### config.mk
export PLATFORM = sky130hd
export DESIGN_NAME = hls_deadlock_report_ctrl
export DESIGN_NICKNAME = d
export VERILOG_FILES = /design/src/rtl/hls_deadlock_report_ctrl.sv
export SDC_FILE = /design/constraint.sdc
export NUM_CORES = 1
export LEC_CHECK = 0
export ABC_CLOCK_PERIOD_IN_PS = 1800
export BUFFER_PORTS_ARGS = -buffer_cell sky130_fd_sc_hd__buf_4
export CAP_MARGIN = 20
export CORE_MARGIN = 5
export CORE_UTILIZATION = 35
export DETAILED_ROUTE_END_ITERATION = 10
export GPL_TIMING_DRIVEN = 0
export SYNTH_ARGS = -nofsm -noshare
export SYNTH_HDL_FRONTEND = slang
export SYNTH_SLANG_ARGS = --single-unit
### constraint.sdc
create_clock -name clock -period 1.8 [get_ports clock]
set_input_delay 0.18 -clock clock [delete_from_list [all_inputs] [get_ports clock]]
set_output_delay 0.18 -clock clock [all_outputs]
set_load 0.005 [all_outputs]
### src/rtl/hls_deadlock_report_ctrl.sv
// hls_deadlock_report_ctrl
//
// Purpose:
//   Qualifies the OR of the HLS deadlock monitors' `block` outputs over THRESH
//   consecutive cycles. When the threshold is reached it latches a sticky
//   deadlock flag, snapshots which monitors were blocking, and presents the
//   event once over a valid/ready handshake to the status collector.
//
// Ports:
//   clock          in   single clock for all logic
//   reset          in   synchronous, active-high reset
//   mon_block      in   [NUM_MON] block output of each monitor (bit i = monitor i)
//   clear          in   one-cycle pulse: drop sticky state, restart qualification
//   deadlock       out  sticky deadlock flag
//   deadlock_mask  out  [NUM_MON] mon_block snapshot at detection
//   first_idx      out  [IDX_W] lowest set index of deadlock_mask
//   block_cycles   out  [CNT_W] consecutive blocked-cycle count, saturating
//   report_valid   out  deadlock report pending
//   report_ready   in   collector accepts report
//   timestamp      out  [32] cycle stamp of detection
//
// Optional feature:
//   DEADLOCK_TIMESTAMP_EN - when defined, a free-running 32-bit cycle counter
//   is kept and its value on the detection edge is latched into timestamp.
//   When undefined, no counter exists and timestamp is tied to 0.

module hls_deadlock_report_ctrl #(
  parameter int unsigned NUM_MON = 4,
  parameter int unsigned IDX_W   = 2,
  parameter int unsigned THRESH  = 1024,
  parameter int unsigned CNT_W   = 16
) (
  input  logic               clock,
  input  logic               reset,
  input  logic [NUM_MON-1:0] mon_block,
  input  logic               clear,
  output logic               deadlock,
  output logic [NUM_MON-1:0] deadlock_mask,
  output logic [IDX_W-1:0]   first_idx,
  output logic [CNT_W-1:0]   block_cycles,
  output logic               report_valid,
  input  logic               report_ready,
  output logic [31:0]        timestamp
);

  typedef enum logic [1:0] {StIdle, StCount, StReport, StDone} state_e;

  // Count value held just before the THRESH-th consecutive blocked sample.
  localparam logic [CNT_W-1:0] ThreshM1 = CNT_W'(THRESH - 1);

  state_e             state_q, state_d;
  logic               deadlock_q, deadlock_d;
  logic [NUM_MON-1:0] mask_q, mask_d;
  logic [IDX_W-1:0]   idx_q, idx_d;
  logic [CNT_W-1:0]   cycles_q, cycles_d;
  logic               valid_q, valid_d;

  logic any_blk;
  logic detect;
  logic handshake;

  function automatic logic [IDX_W-1:0] lowest_idx(input logic [NUM_MON-1:0] v);
    lowest_idx = '0;
    // Scan downward so the lowest set bit is the last one written.
    for (int i = int'(NUM_MON) - 1; i >= 0; i--) begin
      if (v[i]) lowest_idx = IDX_W'(i);
    end
  endfunction

  assign any_blk   = |mon_block;
  assign detect    = (state_q == StCount) && any_blk && (cycles_q == ThreshM1) && !clear;
  assign handshake = (state_q == StReport) && valid_q && report_ready && !clear;

  // State register
  always_ff @(posedge clock) begin
    if (reset) begin
      state_q <= StIdle;
    end else begin
      state_q <= state_d;
    end
  end

  // Next-state logic; clear overrides detection and handshake
  always_comb begin
    state_d = state_q;
    if (clear) begin
      state_d = StIdle;
    end else begin
      unique case (state_q)
        StIdle: begin
          if (any_blk) state_d = StCount;
        end
        StCount: begin
          if (!any_blk) begin
            state_d = StIdle;
          end else if (cycles_q == ThreshM1) begin
            state_d = StReport;
          end
        end
        StReport: begin
          if (valid_q && report_ready) state_d = StDone;
        end
        StDone: begin
          state_d = StDone;
        end
        default: state_d = StIdle;
      endcase
    end
  end

  // Output / datapath next-state logic
  always_comb begin
    deadlock_d = deadlock_q;
    mask_d     = mask_q;
    idx_d      = idx_q;
    valid_d    = valid_q;

    // The counter runs in every state; it only tracks the current blocked run.
    if (clear || !any_blk) begin
      cycles_d = '0;
    end else if (cycles_q == {CNT_W{1'b1}}) begin
      cycles_d = cycles_q;
    end else begin
      cycles_d = cycles_q + CNT_W'(1);
    end

    if (clear) begin
      deadlock_d = 1'b0;
      mask_d     = '0;
      idx_d      = '0;
      valid_d    = 1'b0;
    end else if (detect) begin
      deadlock_d = 1'b1;
      mask_d     = mon_block;
      idx_d      = lowest_idx(mon_block);
      valid_d    = 1'b1;
    end else if (handshake) begin
      valid_d    = 1'b0;
    end
  end

  always_ff @(posedge clock) begin
    if (reset) begin
      deadlock_q <= 1'b0;
      mask_q     <= '0;
      idx_q      <= '0;
      cycles_q   <= '0;
      valid_q    <= 1'b0;
    end else begin
      deadlock_q <= deadlock_d;
      mask_q     <= mask_d;
      idx_q      <= idx_d;
      cycles_q   <= cycles_d;
      valid_q    <= valid_d;
    end
  end

  assign deadlock      = deadlock_q;
  assign deadlock_mask = mask_q;
  assign first_idx     = idx_q;
  assign block_cycles  = cycles_q;
  assign report_valid  = valid_q;

`ifdef DEADLOCK_TIMESTAMP_EN
  logic [31:0] cyc_q, cyc_d;
  logic [31:0] ts_q, ts_d;

  // Stamp carries the counter value taken on the detection edge itself.
  assign cyc_d = cyc_q + 32'd1;

  always_comb begin
    ts_d = ts_q;
    if (clear) begin
      ts_d = '0;
    end else if (detect) begin
      ts_d = cyc_d;
    end
  end

  always_ff @(posedge clock) begin
    if (reset) begin
      cyc_q <= '0;
      ts_q  <= '0;
    end else begin
      cyc_q <= cyc_d;
      ts_q  <= ts_d;
    end
  end

  assign timestamp = ts_q;
`else
  assign timestamp = '0;
`endif

endmodule

==> impl_metrics.tcl, run 1 <==
set metrics [dict create \
    status "completed" \
    ys_seq_area_frac 0.342 \
    via_count 1415 \
    placed_area_um2 1950 \
    grt_max_degree 15 \
    core_area_um2 4290 \
    slew_violations 0 \
    gp_congestion 0.793 \
    diodes 0 \
    worstPathMaxFanout 4 \
    netlist_area_um2 1520 \
    drt-initial-drc-count 69 \
    crit_path_start_kind "flop" \
    synth_edf_count 0 \
    syn_inst 184 \
    critPathKind "reg -> reg" \
    io-pin-count 64 \
    synthArstFlopShare 0 \
    clk_pin_slew_ns 0.09 \
    grt_pass1_wl_mm 6.12 \
    drtPass1Iterations 4 \
    synthDistinctLibCells 40 \
    routed_wl_mm 3.63 \
    timing.final.crit_share 0.970 \
    avgSynthCellArea_um2 8.26 \
    dieWidth_um 75.9 \
    grt_overflow_total 0 \
    synthTopCellsByArea "dfxtp_1 (34%), buf_4 (16%), a21oi_1 (5.6%)" \
    p_total_mw 1.09 \
    setup_violations 0 \
    numPortBuffers 31 \
    max_slew_margin 0.650 \
    ys_warn_count 0 \
    mostFrequentLayoutCells "buf_4 (70), conb_1 (32), dfxtp_1 (17)" \
    worstMarginPinSlew_ns 0.520 \
    fill_cells 441 \
    cts.sinks 26 \
    ctsLongestPathBuffers 2 \
    final_area_um2 2090 \
    area_growth_pct 37.3 \
    clock_skew_ns 0.00396 \
    final_common_cell "buf_4" \
    die-area_um2 5760 \
    finalHoldViolCount 0 \
    min_path_type "in -> reg" \
    clk_latency_ns 0.27 \
    cts_root_buf "clkbuf_8" \
    wl_per_cell_um 11.8 \
    yosysTopAreaCell "dfxtp_1" \
    synth_seq_cells 26 \
    drive_gt1_frac 0.380 \
    cts_inserted_buffers 3 \
    antenna_found_initial 0 \
    rsz0062_at_grt "true" \
    final_nets 265 \
    post_drt_via_cell_ratio 4.61 \
    maxCapViolCount 0 \
    cts_tree "done" \
    rrSetupSlack_ns 0.05 \
    peakVddDrop_mv 0.303 \
    power_density_nw_per_um2 521 \
    rows 24 \
    endpoint_kind "flop" \
    initial_core_util 0.354 \
    cp.required_ns 2.01 \
    fmax_mhz 573 \
    chipHeight_um 75.9 \
    drc 0 \
    ant_nets 0 \
    synth_top_area_frac 0.342 \
    period_minus_slack_ns 1.75 \
    hpwlAfterDp_mm 2.70 \
    htreeDepth 1 \
    ys.flop_type "dfxtp_1" \
    p_leak_nw 0.956 \
    crit_arrival_ns 1.96 \
    first_global_vias 1299 \
    grt.total_usage 0.123 \
]
Yosys cell counts (all sizes together), types with 2 or more instances:
library cell / instances
and3: 4
or3: 3
nand2: 10
a31oi: 3
o21a: 2
nor3: 4
inv: 3
nand4: 10
nand3b: 2
a21oi: 17
or4: 6
clkbuf: 5
buf: 33
dfxtp: 26
nand3: 5
and4: 3
nor2: 14
a211oi: 3
nor4: 3
and2: 3
o21ai: 11
o31ai: 2
kinds of logic after synthesis:
kind of cell / Yosys count / share of synthesized area
fa+ha+maj: 1 / 0.00823
xor+xnor: 1 / 0.00576
simple gates: 71 / 0.290
mux: 1 / 0.00658
compound gates: 42 / 0.162
flops: 26 / 0.342
buf+inv: 41 / 0.183
other cells: 1 / 0.00247
routing by layer:
layer,part of all wire,routed length (µm),track usage,up-vias
li1,-,-,-,750
met2,0.48,1740,0.199,44
met4,0.012,44,0.0374,0
met1,0.43,1580,0.155,617
met3,0.075,272,0.0379,4
met5,0,0,0,-
flip-flops by register name, indices dropped and copies added, names as in the netlist:
signal and cells:
block_cycles 16, deadlock_mask 4, first_idx 2, state_q 2
deadlock 1, report_valid 1
report_power, final:
| group | switching, mW | leakage, nW | internal, mW |
|---|---|---|---|
| logic | 0.0542 | 0.712 | 0.0701 |
| clock network | 0.188 | 0.0288 | 0.196 |
| registers | 0.00320 | 0.215 | 0.577 |
timing repair:
action | 4_1_cts | 5_1_grt
hold buffers | 0 | 0
buffers inserted | 6 | 0
resized for setup | 4 | 10
cloned | 0 | 0
endpoints found under the setup margin | 14 | 8
pin swaps | 5 | 4
final timing paths:
path	cells past startpoint	start	to
worst max register to register	5	block_cycles[0]$_SDFFE_PP0P_	first_idx[0]$_SDFFE_PP0P_
worst min-delay path	3	reset	deadlock$_SDFFE_PP0P_
worst max-delay path	5	block_cycles[0]$_SDFFE_PP0P_	first_idx[0]$_SDFFE_PP0P_
worst min register to register	2	deadlock_mask[3]$_SDFFE_PP0P_	deadlock_mask[3]$_SDFFE_PP0P_
worst max-delay path, stage by stage, from the launching register on:
cell and delay [ns]:
dfxtp_4 0.37, ha_4 0.16, nand4_4 0.08, or4_4 0.44, or4_4 0.52, a21oi_2 0.11
metrics by stage:
step                hold slack, ns  utilization  setup WS, ns  std cells  TNS [ns]
finish                       0.192        0.486        0.0538        307         0
detailed placement           0.464        0.454        -0.196        298     -1.51
CTS                          0.183        0.480      -0.00605        308  -0.00605
global placement             0.456        0.454        -0.188        298     -1.53
floorplan                    0.334            -        0.0309        215         0
global route                 0.199        0.486        0.0111        307         0
final cells by class:
class | instances | area, µm² | area share
multi-input cells | 148 | 878 | 0.421
flip-flops and latches | 26 | 537 | 0.257
repair buffers | 37 | 278 | 0.133
plain buffers | 37 | 263 | 0.126
well taps | 52 | 65.1 | 0.0312
clock buffers | 4 | 55.1 | 0.0264
inverters | 3 | 11.3 | 0.00540
No activity file was read; power rests on OpenSTA's default activity.
==> run 2: changes to the inputs <==
CORE_UTILIZATION = 38   (was 35)
CTS_CLUSTER_DIAMETER = 200   (was unset)
PLACE_DENSITY = 0.68   (was unset)
SKIP_LAST_GASP = 1   (was unset)
==> run 2 against run 1 <==
  * Non-clock buffer count rose by 1
  * First-iteration DRC count fell by 19%
  * Combinational power barely moved
  * Critical endpoint unchanged
  * Cell count fell by 0.33%
  * Wire length barely moved
  * Highest routed layer unchanged
  * Via count rose by 2.5%
  * Utilization rose by 4.3 points
==> impl_metrics.tcl, run 2 (synthesis results as in run 1) <==
set metrics [dict create \
    htreeDepth 1 \
    power_density_nw_per_um2 571 \
    rows 23 \
    worst_slack_ns 0.0545 \
    clock_skew_ns 0.00366 \
    grt_pass1_wl_mm 5.72 \
    peakVddDrop_mv 0.337 \
    largest_register_ffs 16 \
    grt.total_usage 0.134 \
    clk_latency_ns 0.27 \
    final_nets 266 \
    gp_congestion 0.769 \
    post_drt_via_cell_ratio 4.74 \
    whs_path_depth 3 \
    endpoint_kind "flop" \
    finalHoldViolCount 0 \
    worstPathMaxFanout 6 \
    numPortBuffers 31 \
    cts_hold_buf 0 \
    core_area_um2 3940 \
    via_count 1451 \
    crit_path_cell_trace "nor4b_2 -> nand4_1 -> or4_1 -> a21oi_1" \
    dp_cells 296 \
    pre_cts_ws_ns -0.131 \
    drt-initial-drc-count 56 \
    drtPass1Iterations 4 \
    final_area_um2 2080 \
    maxCapViolCount 0 \
    ant_nets 0 \
    period_minus_slack_ns 1.75 \
    mostFrequentLayoutCells "buf_4 (70), conb_1 (32), dfxtp_1 (22)" \
    status "completed" \
    worstMarginPinSlew_ns 0.538 \
    grt_max_degree 16 \
    max_slew_margin 0.638 \
    io-pin-count 64 \
    grt_overflow_total 0 \
    wl_per_cell_um 11.9 \
    crit_path_start_kind "flop" \
    die-area_um2 5370 \
    fmax_mhz 573 \
    placed_area_um2 1950 \
    fin_util 0.529 \
    dieWidth_um 73.3 \
    cts_tree "done" \
    timing.final.crit_share 0.970 \
    p_leak_nw 0.959 \
    cp.required_ns 2.01 \
    chipHeight_um 73.3 \
    fin_cells 306 \
    critPathKind "reg -> reg" \
    first_global_vias 1251 \
    setup_violations 0 \
    initial_core_util 0.386 \
    hpwlAfterDp_mm 2.68 \
    final_common_cell "buf_4" \
    slew_violations 0 \
    cpPeakStageDelay_ns 0.55 \
    crit_arrival_ns 1.96 \
    cts_inserted_buffers 3 \
    cts.sinks 26 \
    cts_root_buf "clkbuf_8" \
    slowest_stage "or4_1" \
    drive_gt1_frac 0.352 \
    diodes 0 \
    area_growth_pct 37.1 \
    clk_pin_slew_ns 0.09 \
    ctsLongestPathBuffers 2 \
    antenna_found_initial 0 \
    ff2ff_path_depth 4 \
    routed_wl_mm 3.63 \
    drc 0 \
    min_path_type "in -> reg" \
]
==> run 2: changes by cell type in the layout (fill, tap and decap cells not counted), sizes merged <==
cell | before | now
buf | 70 | 71
bufinv | 0 | 1
clkbuf | 8 | 7
==> run 2: cell type report <==
type                            instances  area [µm²]
Clock inverter                          1        30.0
Timing Repair Buffer                   38         285
Sequential cell                        26         531
Tap cell                               50        62.6
Inverter                                3        11.3
Multi-Input combinational cell        148         857
Clock buffer                            3        41.3
Fill cell                             402        1860
Buffer                                 37         267
==> run 2: report_power, final <==
part           switching, mW  leakage, nW  internal (mW)
Combinational         0.0545        0.711         0.0690
Clock                  0.188       0.0357          0.298
Sequential           0.00308        0.212          0.577
==> run 2: path summary, 6_finish.rpt <==
| path | from | end | slack, ns |
|---|---|---|---|
| setup / recovery | block_cycles[13]$_SDFFE_PP0P_ | first_idx[0]$_SDFFE_PP0P_ | 0.05 |
| hold / removal | mon_block[2] | deadlock_mask[2]$_SDFFE_PP0P_ | 0.19 |
| setup reg to reg | block_cycles[13]$_SDFFE_PP0P_ | first_idx[0]$_SDFFE_PP0P_ | 0.05 |
| hold reg to reg | deadlock_mask[1]$_SDFFE_PP0P_ | deadlock_mask[1]$_SDFFE_PP0P_ | 0.48 |
==> run 2: per-stage QoR <==
| step | setup TNS [ns] | power, mW | hold WS, ns |
|---|---|---|---|
| 2_1_floorplan | 0 | 0.684 | 0.334 |
| 3_3_place_gp | -0.908 | 0.711 | 0.448 |
| 3_5_place_dp | -0.836 | 0.711 | 0.462 |
| 4_1_cts | -0.0124 | 1.20 | 0.189 |
| 5_1_grt | -0.0154 | 1.24 | 0.191 |
| 6_report | 0 | 1.19 | 0.192 |
==> run 2: layer usage <==
layer	up-vias	wire, µm	track usage
li1	749	-	-
met1	649	1620	0.179
met2	48	1740	0.208
met3	5	222	0.0274
met4	0	53	0.0553
met5	-	0	0
==> run 2: what timing repair did <==
action | CTS | global route
endpoints found under the setup margin | 12 | 8
pin swaps | 4 | 2
buffers inserted | 6 | 1
resized for setup | 4 | 2
==> run 2: critical path, delay by kind of cell (launching register included) <==
kind             cells  cell delay (ns)
AO/OA/AOI/OAI        1             0.12
AND/OR/NAND/NOR      3             1.18
flip-flops           1             0.38
==> run 3: changes to the inputs <==
CTS_BUF_LIST = sky130_fd_sc_hd__clkbuf_4   (was unset)
==> run 3 against run 2 <==
  * Fmax decreased by 0.22%
  * Largest cell class unchanged
  * Sequential cell count unchanged
  * Critical path depth unchanged
  * Cell area decreased by 0.96%
  * Via count increased by 0.48%
  * First-iteration DRC count increased by 32%
  * Cell count unchanged
  * Die area unchanged
  * Worst setup slack got worse by 0.0038 ns
  * Largest power group unchanged
  * Critical endpoint unchanged
  * Global-route usage decreased by 0.11 points
  * Non-clock buffer count unchanged
==> impl_metrics.tcl, run 3 (synthesis results as in run 1) <==
set metrics [dict create \
    crit_arrival_ns 2.02 \
    antenna_found_initial 0 \
    grt.total_usage 0.132 \
    numPortBuffers 31 \
    fill_cells 405 \
    cts_hold_buf 0 \
    drive_gt1_frac 0.359 \
    cts_inserted_buffers 3 \
    grt_max_degree 16 \
    setup_violations 0 \
    dieWidth_um 73.3 \
    die-area_um2 5370 \
    power_density_nw_per_um2 538 \
    hpwlAfterDp_mm 2.68 \
    diodes 0 \
    fin_cells 306 \
    htreeDepth 1 \
    io-pin-count 64 \
    p_total_mw 1.11 \
    timing.final.crit_share 0.972 \
    power.internal_mw 0.872 \
    p_clk_frac 0.366 \
    rrSetupSlack_ns 0.05 \
    endpoint_kind "flop" \
    clk_pin_slew_ns 0.15 \
    rsz0062_at_grt "true" \
    ctsLongestPathBuffers 2 \
    via_count 1458 \
    mostFrequentLayoutCells "buf_4 (71), conb_1 (32), dfxtp_1 (20)" \
    fmax_mhz 572 \
    gp_congestion 0.769 \
    fin_util 0.524 \
    first_global_vias 1247 \
    peakVddDrop_mv 0.219 \
    drtPass1Iterations 4 \
    seqPwrFrac 0.523 \
    setup_tns_ns 0 \
    crit_buf_inv 0 \
    drc 0 \
    switching_share 0.214 \
    period_minus_slack_ns 1.75 \
    cts.sinks 26 \
    p_leak_nw 0.951 \
    clock_skew_ns 0.00447 \
    grt_pass1_wl_mm 5.70 \
    core_area_um2 3940 \
    critPathKind "reg -> reg" \
    area_growth_pct 35.8 \
    dp_cells 296 \
    cts_tree "done" \
    final_common_cell "buf_4" \
    cp.required_ns 2.07 \
    min_path_type "in -> reg" \
    slew_violations 0 \
    slowest_stage "or4_1" \
    cpPeakStageDelay_ns 0.55 \
    maxCapViolCount 0 \
    clk_latency_ns 0.33 \
    crit_path_start_kind "flop" \
    crit_path_cell_trace "nor4b_2 -> nand4_1 -> or4_1 -> a21oi_1" \
    worstPathMaxFanout 6 \
    final_nets 266 \
    chipHeight_um 73.3 \
    status "completed" \
    power.switching_mw 0.238 \
    rows 23 \
    cts_root_buf "clkbuf_4" \
    initial_core_util 0.386 \
    pwr-share-comb 0.111 \
    finalHoldViolCount 0 \
    post_drt_via_cell_ratio 4.76 \
    wl_per_cell_um 11.9 \
    grt_overflow_total 0 \
    ant_nets 0 \
    path_delay_family "simple AND/OR/NAND/NOR gates" \
    largest_register_ffs 16 \
    drt-initial-drc-count 74 \
    routed_wl_mm 3.63 \
]
==> run 3: cell counts in the layout (fill, tap and decap cells not counted) <==
No cell type changed its count.
==> run 3: worst register-to-register path: stages (launching register included) <==
cell and delay [ns]:
dfxtp_1 0.40, nor4b_2 0.37, nand4_1 0.25, or4_1 0.55, a21oi_1 0.14
==> run 3: layout make-up <==
class	count	area, µm²	share of cell area
clock inverter	1	30.0	0.0145
sequential	26	533	0.258
inverter	3	11.3	0.00545
clock buffer	3	22.5	0.0109
multi-input combinational	148	857	0.415
buffer	37	263	0.127
timing repair buffer	38	285	0.138
tap	50	62.6	0.0303
==> run 3: worst paths after layout <==
| kind | startpoint | end | cells after the start |
|---|---|---|---|
| min reg2reg | deadlock_mask[1]$_SDFFE_PP0P_ | deadlock_mask[1]$_SDFFE_PP0P_ | 2 |
| min | mon_block[2] | deadlock_mask[2]$_SDFFE_PP0P_ | 3 |
| max reg2reg | block_cycles[13]$_SDFFE_PP0P_ | first_idx[0]$_SDFFE_PP0P_ | 4 |
| max | block_cycles[13]$_SDFFE_PP0P_ | first_idx[0]$_SDFFE_PP0P_ | 4 |
==> run 3: through the flow <==
step | cell area (µm²) | setup WS, ns | hold WS, ns
final | 2060 | 0.0507 | 0.126
after global routing | 2060 | -0.0365 | 0.116
after CTS | 2060 | 0.000735 | 0.120
after detailed placement | 1950 | -0.131 | 0.462
after global placement | 1950 | -0.157 | 0.448
after floorplan | 1650 | 0.0309 | 0.334
==> run 3: routing by layer <==
| metal | global-route usage | routed length (µm) | vias up |
|---|---|---|---|
| li1 | - | - | 749 |
| met1 | 0.179 | 1600 | 656 |
| met2 | 0.210 | 1710 | 48 |
| met3 | 0.0233 | 258 | 5 |
| met4 | 0.0492 | 52 | 0 |
| met5 | 0 | 0 | - |
==> run 3: repair_timing <==
item | 4_1_cts | 5_1_grt
gates resized for setup | 5 | 2
endpoints found under the setup margin | 12 | 7
setup buffers | 6 | 1
pin swaps | 4 | 2
==> run 3: power groups by stage <==
stage               logic (mW)  clock network (mW)  registers [mW]
detailed placement       0.115                   0           0.596
global route             0.138               0.438           0.582
global placement         0.115                   0           0.596
floorplan               0.0879                   0           0.596
CTS                      0.120               0.417           0.581
finish                   0.123               0.406           0.581
